### src/rtl/adsr_envelope.sv
// ADSR envelope generator. A free-running tick divider paces a 16-bit level
// through attack, decay, sustain and release. Each qualified waveform sample
// is scaled by the level's upper byte to drive a PWM compare value.
module adsr_envelope #(
    parameter int          TICK_DIV      = 25000,
    parameter logic [15:0] ATTACK_INC    = 16'd655,
    parameter logic [15:0] DECAY_DEC     = 16'd328,
    parameter logic [7:0]  SUSTAIN_LEVEL = 8'hC0,
    parameter logic [15:0] RELEASE_DEC   = 16'd164
) (
    input  logic       i_clk,
    input  logic       i_reset,
    input  logic       i_gate,
    input  logic [8:0] i_sample,
    input  logic       i_sample_valid,
    output logic [8:0] o_compare,
    output logic       o_compare_valid,
    output logic [7:0] o_level,
    output logic [2:0] o_state,
    output logic       o_busy
);

    localparam int              CW          = (TICK_DIV > 1) ? $clog2(TICK_DIV) : 1;
    localparam logic [CW-1:0]   TICK_LAST   = CW'(TICK_DIV - 1);
    localparam logic [15:0]     FLOOR_LEVEL = {SUSTAIN_LEVEL, 8'h00};

    typedef enum logic [2:0] {
        ST_IDLE    = 3'd0,
        ST_ATTACK  = 3'd1,
        ST_DECAY   = 3'd2,
        ST_SUSTAIN = 3'd3,
        ST_RELEASE = 3'd4
    } state_t;

    state_t          state_reg, state_next;
    logic [15:0]     level_reg, level_next;
    logic [CW-1:0]   tick_cnt_reg;
    logic            tick;
    logic            gate_d_reg;
    logic            rise;
    logic [16:0]     attack_sum;
    logic [8:0]      compare_reg;
    logic            compare_valid_reg;
    logic [16:0]     pp [9];
    logic [16:0]     product;

    assign tick = (tick_cnt_reg == TICK_LAST);
    assign rise = i_gate & ~gate_d_reg;

    // Tick divider: counts 0..TICK_DIV-1 and wraps.
    always_ff @(posedge i_clk) begin
        if (i_reset) begin
            tick_cnt_reg <= '0;
        end else if (tick) begin
            tick_cnt_reg <= '0;
        end else begin
            tick_cnt_reg <= tick_cnt_reg + CW'(1);
        end
    end

    // Gate delay for rising-edge detection.
    always_ff @(posedge i_clk) begin
        if (i_reset) begin
            gate_d_reg <= 1'b0;
        end else begin
            gate_d_reg <= i_gate;
        end
    end

    // State and level registers.
    always_ff @(posedge i_clk) begin
        if (i_reset) begin
            state_reg <= ST_IDLE;
            level_reg <= 16'h0000;
        end else begin
            state_reg <= state_next;
            level_reg <= level_next;
        end
    end

    // Next state/level: gate events win over a coincident tick and leave the level alone.
    always_comb begin
        state_next = state_reg;
        level_next = level_reg;
        attack_sum = {1'b0, level_reg} + {1'b0, ATTACK_INC};
        if (rise) begin
            state_next = ST_ATTACK;
        end else if (!i_gate && (state_reg == ST_ATTACK || state_reg == ST_DECAY ||
                                 state_reg == ST_SUSTAIN)) begin
            state_next = ST_RELEASE;
        end else if (tick) begin
            case (state_reg)
                ST_ATTACK: begin
                    if (attack_sum >= 17'h0FFFF) begin
                        level_next = 16'hFFFF;
                        state_next = ST_DECAY;
                    end else begin
                        level_next = attack_sum[15:0];
                    end
                end
                ST_DECAY: begin
                    // Subtraction only evaluated as meaningful when above the floor.
                    if (level_reg <= FLOOR_LEVEL ||
                        (level_reg - FLOOR_LEVEL) <= DECAY_DEC) begin
                        level_next = FLOOR_LEVEL;
                        state_next = ST_SUSTAIN;
                    end else begin
                        level_next = level_reg - DECAY_DEC;
                    end
                end
                ST_SUSTAIN: begin
                    level_next = level_reg;
                end
                ST_RELEASE: begin
                    if (level_reg <= RELEASE_DEC) begin
                        level_next = 16'h0000;
                        state_next = ST_IDLE;
                    end else begin
                        level_next = level_reg - RELEASE_DEC;
                    end
                end
                ST_IDLE: begin
                    level_next = 16'h0000;
                end
                default: begin
                    level_next = 16'h0000;
                    state_next = ST_IDLE;
                end
            endcase
        end
    end

    // Shift-and-add partial products of sample x level[15:8].
    genvar gi;
    generate
        for (gi = 0; gi < 9; gi++) begin : g_pp
            assign pp[gi] = i_sample[gi] ? ({9'd0, level_reg[15:8]} << gi) : 17'd0;
        end
    endgenerate

    // Sum partial products into the 17-bit product.
    always_comb begin
        product = 17'd0;
        for (int i = 0; i < 9; i++) begin
            product = product + pp[i];
        end
    end

    // Register the scaled sample; value holds when no sample is qualified.
    always_ff @(posedge i_clk) begin
        if (i_reset) begin
            compare_reg       <= 9'd0;
            compare_valid_reg <= 1'b0;
        end else begin
            compare_valid_reg <= i_sample_valid;
            if (i_sample_valid) begin
                compare_reg <= 9'(product >> 8);
            end
        end
    end

    assign o_compare       = compare_reg;
    assign o_compare_valid = compare_valid_reg;
    assign o_level         = level_reg[15:8];
    assign o_state         = state_reg;
    assign o_busy          = (state_reg != ST_IDLE);

endmodule

### config.mk
export PLATFORM = sky130hd
export DESIGN_NAME = adsr_envelope
export DESIGN_NICKNAME = d
export VERILOG_FILES = /design/src/rtl/adsr_envelope.sv
export SDC_FILE = /design/constraint.sdc
export NUM_CORES = 1
export LEC_CHECK = 0
export BUFFER_PORTS_ARGS = -buffer_cell sky130_fd_sc_hd__buf_2
export CAP_MARGIN = 20
export CORE_AREA = 10 10 143 106
export DETAILED_ROUTE_END_ITERATION = 8
export DIE_AREA = 0 0 153 116
export HOLD_SLACK_MARGIN = 0.08
export PLACE_DENSITY = 0.72
export SETUP_SLACK_MARGIN = 0.1
export SLEW_MARGIN = 10
export SYNTH_ARGS = -nofsm -noshare
export SYNTH_HDL_FRONTEND = slang
export SYNTH_SLANG_ARGS = --single-unit
export TNS_END_PERCENT = 100
### constraint.sdc
create_clock -name i_clk -period 8.2 [get_ports i_clk]
set_input_delay 1.23 -clock i_clk [delete_from_list [all_inputs] [get_ports i_clk]]
set_output_delay 1.23 -clock i_clk [all_outputs]
set_load 0.02 [all_outputs]
Word level (Yosys, flattened, before mapping):

Cells that the tools add are included.

* register bits after elaboration: 45
* output and inout bits: 22
* input port bits: 13
* word-level logic and storage cells: 84

* equal/unequal tests: 16
* mux-type cells: 20
* reductions and logical operators: 17
* bitwise logic cells: 6
* magnitude comparators: 4
* add/sub/neg operators: 13

Operator list (number)
* $mux W16: 4
* $pmux W16 S4: 1
* $add A16 B10 Y17 const B: 1
* $add A16 B16 Y17: 1
* $ge A17 B16 Y1 const B: 1
* $add A15 B15 Y16: 1
* $le A16 B16 Y1 const B: 1
* $le A16 B8 Y1 const B: 1
* $le A16 B9 Y1 const B: 1
* $sub A16 B16 Y16 const B: 1
* $sub A16 B8 Y16 const B: 1
* $sub A16 B9 Y16 const B: 1
* $add A14 B14 Y15: 1
* $add A15 B1 Y15 const B: 1
* $eq A15 B15 Y1 const B: 1
* $mux W15: 1
* $mux W3: 5
* $reduce_and A5 Y1: 3
* $add A13 B13 Y14: 1
* $mux W14: 1
* $add A12 B12 Y13: 1
* $mux W13: 1
* $add A11 B11 Y12: 1
* $mux W12: 1
* 28 further kinds: 43

Longest topological paths before layout:

Gate-level depths: netlist of run 1.

* word-level depth: 9
* depth in mapped cells: 18
* mapped depth without buffers: 16

Worst setup path before layout of run 1:

Ideal clock, no wire load.

* path kind: input -> register
* from: input port i_sample[8]
* to: register compare_reg[8], in the netlist o_compare[8]
* library setup time: 0.086 ns
* slack: 2.830 ns
* stages: 16
* data arrival time: 5.285 ns
* data required time: 8.114 ns
* buffers on the path: 0
* path through: and2_1 fa_1 inv_1 fa_1 inv_1 fa_1 inv_1 fa_1 inv_1 ha_1 a21o_1 a221oi_1 a31oi_1 a221oi_1 xnor2_1 a211oi_1

* longest elaborated chain between the ends: 2

RTL lines
* start, declared: RTL line 14 `input logic [8:0] i_sample,`
* $mux W16: RTL line 137 `assign pp[gi] = i_sample[gi] ? ({9'd0, level_reg[15:8]} << gi) : 17'd0;`
* $add A16 B16 Y17: RTL line 145 `product = product + pp[i];`
* end signal, assigned: RTL line 157 `compare_reg <= 9'(product >> 8);`
* end, declared: RTL line 42 `logic [8:0] compare_reg;`

Every way passes these cells.
A chain may end at the register's enable or synchronous reset.

Final worst setup path of run 1:

Same ends and word-level chain as after synthesis.

==> flow_summary.ini, run 1 <==
[run_status]
status = complete, no violations

[die]
start_util = 0.445
design.core.area_um2 = 12300
rows = 34
die-area_um2 = 17700
io_pins = 35
die_y_um = 116
chipWidth_um = 153

[yosys]
syn_area_um2 = 5460
synth_compound_gate_area_share = 0.204
syn_area_per_cell_um2 = 8.13
synthXorXnorAreaFrac = 0.0417
yosysUniqueCellTypes = 76
synth_mux_area_frac = 0.0128
synth_ff_type = dfxtp_1
synth_top_family_by_area = simple AND/OR/NAND/NOR gates
ys_ff_latch = 45
async_flop_share = 0
synth-edff-count = 0
synth-adder-area-share = 0.245
synth_cells = 671
yosys_warnings = 0
syn_nets = 765
synth_seq_area_share = 0.165
yosys.area_share.simple = 0.254

[placed_design]
dp.cells = 825
portBuffers = 34
place_congestion = 0.935
place_ws_ns = 2.48
placed_cell_area_um2 = 5640
dp_hpwl_mm = 11.6

[cells_and_area]
syn2layout_area_growth_pct = 6.51
instances_no_fill = 833
antenna_cells = 0
largest_reg_flops = 16
nets = 764
design_area_um2 = 5810
drive_gt1_frac = 0.0939
fill_cells = 1232

[timing]
max_freq_ghz = 0.185
setup_violations = 0
slew_viol_final = 0
period_minus_slack_ns = 5.41
worst_slew_pin_slew_ns = 1.13
hold_viol = 0
finalCritPeriodShare = 0.660
grt_setup_unrepaired = no
fin_ws_ns = 2.79
slew_headroom = 0.242
setup-tns-final_ns = 0
fin_skew_ns = 0.0107

[route]
drt_iter0_drc = 477
vias_per_cell = 6.10
num_vias = 5079
ant_nets = 0
drt_wl_total_mm = 15.2
wl_per_cell_um = 18.2
drc = 0
firstDrtPassIters = 5

[clocking]
post_cts_buffers = 0
htreeDepth = 2
clk_latency_ns = 0.30
root_buffer = clkbuf_16
tritoncts = yes
cts_inserted_buffers = 5
ctsLongestPathBuffers = 2
cts.hold.buffers_added = 0
cts_sinks = 45
path_clk_slew_ns = 0.06
cts-resized-gates = 0

[global_routing]
grt_pass1_vias = 5037
overflow = 0
grt_start_max_net_pins = 37
antenna_found_initial = 0
gr-usage-all-layers = 0.169
grt_pass1_wl_mm = 25.2

[hold_path]
hold_class = register to register
hold_depth = 1

[critical_path]
r2r_cells = 14
cp.arrival_ns = 5.62
cp-start-kind = input pin
cp-end-kind = register
required_ns = 8.41
worstSetupPathType = input pin to register
worstPathMaxFanout = 8

[job]
maxCapViolations = 0

[power]
peakVddDrop_v = 0.0000742
leakage_nw = 2.52
powerDensity_nw_per_um2 = 87.0
==> cell type report <==
cell class	instances	area [um^2]	area share
inverters	56	210	0.0362
clock buffers	5	125	0.0215
repair buffers	37	193	0.0331
multi-input cells	525	4130	0.711
well taps	162	203	0.0349
clock inverters	3	50.0	0.00861
flip-flops and latches	45	901	0.155
==> metrics by stage <==
stage	hold slack (ns)	total power [mW]	util
2_1_floorplan	0.430	0.251	-
3_3_place_gp	0.443	0.264	0.460
3_5_place_dp	0.452	0.265	0.460
4_1_cts	0.468	0.509	0.474
5_1_grt	0.496	0.523	0.474
6_report	0.460	0.506	0.474
==> critical path, stage by stage <==
cell and delay (ns):
buf_2 0.14, and2_1 0.18, fa_1 0.53, inv_1 0.05, fa_1 0.52, inv_1 0.05
fa_1 0.53, inv_1 0.05, fa_1 0.53, inv_1 0.04, ha_1 0.34, a21o_1 0.19
a221oi_1 0.39, a31oi_1 0.15, a221oi_1 0.35, xnor2_1 0.11, a211oi_1 0.23
==> cell usage after synthesis (all sizes together), types with 5 or more instances <==
master	n	area, um^2
and2	57	357
inv	55	206
nor2	50	190
nand2	49	186
dfxtp	45	901
fa	43	861
ha	38	475
a21oi	31	163
o21ai	28	140
clkbuf	26	97.6
nand3	25	125
buf	19	118
xnor2	16	140
nor3	10	50.1
o211ai	10	75.1
xor2	10	87.6
a211oi	9	72.6
a21o	8	60.1
nor4	8	56.3
o311ai	8	70.1
mux2i	7	70.1
nand2b	7	43.8
nor2b	7	43.8
nor4b	7	61.3
or3	7	43.8
a31oi	5	31.3
and3	5	31.3
nand4	5	31.3
o31ai	5	37.5
==> power breakdown <==
group          internal (mW)  switching [mW]  leakage (nW)
sequential             0.222         0.00416         0.364
clock                  0.147          0.0978        0.0859
combinational         0.0107          0.0247          2.07
==> per-layer routing <==
layer / vias to the layer above / global-route usage / share of wire
li1: 2356 / - / -
met1: 2454 / 0.231 / 0.47
met2: 247 / 0.259 / 0.42
met3: 22 / 0.0481 / 0.095
met4: 0 / 0.0380 / 0.016
met5: - / 0 / 0
==> kinds of logic (layout without fill, tap and decap cells) <==
family / Yosys count / in the layout
AND/OR/NAND/NOR: 256 / 256
AO/OA/AOI/OAI: 155 / 155
buffers and inverters: 101 / 101
adder cells (fa/ha/maj): 81 / 81
flip-flops: 45 / 45
XOR/XNOR: 26 / 26
multiplexers: 7 / 7
==> layout by cell type, fill, tap and decap left out, types with 5 or more instances in the layout <==
cell type,instances
a211oi_1,8
o211ai_1,10
o311ai_0,6
fa_1,43
nor4b_1,7
nor2b_1,7
dfxtp_1,45
nor4_1,7
or3_1,7
inv_1,55
nor2_1,49
nand4_1,5
ha_1,38
a21oi_1,29
xnor2_1,16
xor2_1,10
and3_1,5
buf_2,34
nand2b_1,7
a31oi_1,5
mux2i_1,7
nor3_1,10
nand2_1,48
a21o_1,8
clkbuf_16,5
and2_1,57
o31ai_1,5
o21ai_0,25
nand3_1,25
==> final timing paths <==
check	startpoint	endpoint	slack, ns
max	i_sample[8]	o_compare[8]	2.79
max reg2reg	level_reg[10]	o_compare[8]	2.97
min reg2reg	tick_cnt_reg[0]	tick_cnt_reg[0]	0.46
min	tick_cnt_reg[0]	tick_cnt_reg[0]	0.46
Power figures use the tool's default switching activity.
==> run 2: changes to the inputs <==
--- a/config.mk
+++ b/config.mk
@@ -5,13 +5,14 @@
 export SDC_FILE = /design/constraint.sdc
 export NUM_CORES = 1
 export LEC_CHECK = 0
+export ABC_AREA = 1
 export BUFFER_PORTS_ARGS = -buffer_cell sky130_fd_sc_hd__buf_2
 export CAP_MARGIN = 20
-export CORE_AREA = 10 10 143 106
+export CORE_AREA = 10 10 144 107
 export DETAILED_ROUTE_END_ITERATION = 8
-export DIE_AREA = 0 0 153 116
+export DIE_AREA = 0 0 154 117
 export HOLD_SLACK_MARGIN = 0.08
-export PLACE_DENSITY = 0.72
+export PLACE_DENSITY = 0.74
 export SETUP_SLACK_MARGIN = 0.1
 export SLEW_MARGIN = 10
 export SYNTH_ARGS = -nofsm -noshare
==> constraint.sdc (replaced) <==
create_clock -name i_clk -period 4.5 [get_ports i_clk]
set_input_delay 0.675 -clock i_clk [delete_from_list [all_inputs] [get_ports i_clk]]
set_output_delay 0.675 -clock i_clk [all_outputs]
set_load 0.02 [all_outputs]
==> run 2 against run 1 <==
  * Cell count increased by 28%
  * Worst hold slack lost 0.012 ns
  * Clock skew fell by 0.0051 ns
  * Routed wire length fell by 5.1%
  * Combinational power up 110%
  * Sequential power up 82%
  * Synthesized cell count increased by 29%
  * Setup slack worse by 2.5 ns
  * Largest power group is now registers
  * Highest routed layer unchanged
==> flow_summary.ini, run 2 <==
[global_routing]
grtUsageMet3 = 0.0391
overflow = 0
grt_busiest_layer = met2
gr-usage-all-layers = 0.163
grt_use_met2 = 0.245
met1_usage = 0.232
antenna_found_initial = 0
grt_pass1_wl_mm = 24.7
grt_start_max_net_pins = 22
grt_pass1_vias = 4987

[clocking]
root_buffer = clkbuf_16
ctsLongestPathBuffers = 2
clk_latency_ns = 0.30
cts.hold.buffers_added = 0
path_clk_slew_ns = 0.07
htreeDepth = 2
cts_sinks = 45
cts_inserted_buffers = 5
tritoncts = yes

[critical_path]
r2r_start = level_reg[11]
worstPathMaxFanout = 6
cp.arrival_ns = 4.40
worstSetupPathType = input pin to register
cp_slowest_stage_delay_ns = 0.59
reg2reg_to = o_compare[5]
path_cells = buf_2 -> nand2_1 -> inv_1 -> fa_1 -> fa_2 -> fa_1 -> inv_1 -> fa_1 -> inv_1 -> ha_4 -> nand2_1 -> inv_2 -> nand3_2 -> inv_2 -> nand2_2 -> nand2_2 -> a21o_1 -> nand3_2 -> nand3_1 -> nand2_1 -> nor2_1 -> nor2_1
required_ns = 4.70
r2r_cells = 22
cp-start-kind = input pin
slowest_stage = fa_1
r2r_slack_ns = 0.34
cp-end-kind = register

[route]
vias_per_cell = 5.06
drc = 0
drt_wl_total_mm = 14.4
firstDrtPassIters = 5
num_vias = 5377
ant_nets = 0
wl_per_cell_um = 13.5
drt_iter0_drc = 465

[hold_path]
hold_start = tick_cnt_reg[0]
hold_class = register to register
hold_depth = 1
min_to = tick_cnt_reg[0]

[yosys]
synth_cells = 867
ys_ff_latch = 45
synth-edff-count = 0
post-synth-top-count-cell = nand2_1
yosys-top-cells-area = nand2_1, dfxtp_1, fa_1
synth_top_area_cell = nand2_1
syn_area_um2 = 5560
synth_ff_type = dfxtp_1
yosysUniqueCellTypes = 37
yosys_warnings = 0
syn_area_per_cell_um2 = 6.41
async_flop_share = 0
synth_seq_area_share = 0.162
syn_nets = 961
synth_commonest_cells = nand2_1, inv_1, nand3_1, nor2_1, dfxtp_1
yosysTopAreaCellShare = 0.165

[timing]
worst_slew_pin_slew_ns = 0.911
hold_viol = 0
max_freq_ghz = 0.238
fin_skew_ns = 0.00566
period_minus_slack_ns = 4.20
hold_ws_ns = 0.448
setup_violations = 0
finalCritPeriodShare = 0.934
grt_setup_unrepaired = no
setup-tns-final_ns = 0
slew_viol_final = 0
slew_headroom = 0.390

[die]
rows = 35
die-area_um2 = 18000
start_util = 0.436
io_pins = 35
die_y_um = 117
chipWidth_um = 154
design.core.area_um2 = 12700

[power]
powerDensity_nw_per_um2 = 144
p_seq_frac = 0.461
comb_power_share = 0.085
p_int_mw = 0.654
peakVddDrop_v = 0.000155
swShare = 0.266
leakage_nw = 3.62
p_switching_mw = 0.237
clkPwrFrac = 0.454

[cells_and_area]
nets = 990
largest_reg_flops = 16
layout_commonest_cell = nand2_1
syn2layout_area_growth_pct = 11.2
antenna_cells = 0
drive_gt1_frac = 0.116
layout_common_cells = nand2_1, inv_1, nor2_1, nand3_1, dfxtp_1

[job]
maxCapViolations = 0

[placed_design]
dp_hpwl_mm = 11.4
place_congestion = 0.983
portBuffers = 34

[run_status]
status = complete, no violations
-- run 2: what timing repair did --
action | 4_1_cts | 5_1_grt
buffers inserted | 0 | 4
resized for setup | 0 | 20
endpoints found under the setup margin | 0 | 8
-- run 2: per-layer routing --
| layer | wire length, um | vias to the layer above |
|---|---|---|
| li1 | - | 2736 |
| met1 | 7060 | 2445 |
| met2 | 5970 | 178 |
| met3 | 1190 | 18 |
| met4 | 167 | 0 |
| met5 | 0 | - |
-- run 2: power by group through the flow --
| stage | Combinational (mW) | Clock (mW) | Sequential [mW] |
|---|---|---|---|
| floorplan | 0.0407 | 0 | 0.426 |
| CTS | 0.0751 | 0.414 | 0.412 |
| detailed placement | 0.0746 | 0 | 0.421 |
| global route | 0.0848 | 0.429 | 0.412 |
| global placement | 0.0745 | 0 | 0.421 |
| finish | 0.0760 | 0.404 | 0.411 |
-- run 2: cells by family after synthesis --
logic type               after synthesis  synth area share
adder cells (fa/ha/maj)               81             0.240
XOR/XNOR                              22            0.0346
AO/OA/AOI/OAI                         97            0.0988
buffers and inverters                218             0.160
flip-flops                            45             0.162
AND/OR/NAND/NOR                      404             0.304
-- run 2: area by class of cell --
type	count	area (um^2)
Clock buffer	6	139
Clock inverter	2	17.5
Fill cell	1300	6560
Inverter	175	657
Multi-Input combinational cell	604	3850
Sequential cell	45	907
Tap cell	166	208
Timing Repair Buffer	65	407
-- run 2: worst max path at each step --
| stage | start | end | slack [ns] | cells past startpoint |
|---|---|---|---|---|
| 3_5_place_dp | i_sample[3] | o_compare[5] | -0.12 | 22 |
| 5_1_grt | i_sample[6] | o_compare[4] | 0.10 | 21 |
| 2_1_floorplan | i_sample[3] | o_compare[7] | 0.12 | 18 |
| 3_3_place_gp | i_sample[3] | o_compare[5] | -0.02 | 22 |
| 4_1_cts | i_sample[3] | o_compare[5] | 0.18 | 22 |
| 6_report | i_sample[6] | o_compare[5] | 0.30 | 22 |
-- run 2: per-stage QoR --
| step | util | setup WS (ns) | power, mW | instances | instance area, um^2 |
|---|---|---|---|---|---|
| after floorplan | - | 0.124 | 0.467 | 867 | 5610 |
| after global placement | 0.466 | -0.0168 | 0.495 | 1051 | 5940 |
| after detailed placement | 0.466 | -0.121 | 0.495 | 1051 | 5940 |
| after CTS | 0.479 | 0.179 | 0.901 | 1059 | 6100 |
| after global routing | 0.486 | 0.105 | 0.926 | 1063 | 6190 |
| final | 0.486 | 0.299 | 0.892 | 1063 | 6190 |
-- run 2: critical path, delay by kind of cell --
| kind | cells | cell delay, ns |
|---|---|---|
| AO/OA/AOI/OAI | 1 | 0.20 |
| buffers and inverters | 6 | 0.49 |
| adder cells (fa/ha/maj) | 5 | 2.33 |
| AND/OR/NAND/NOR | 10 | 0.71 |
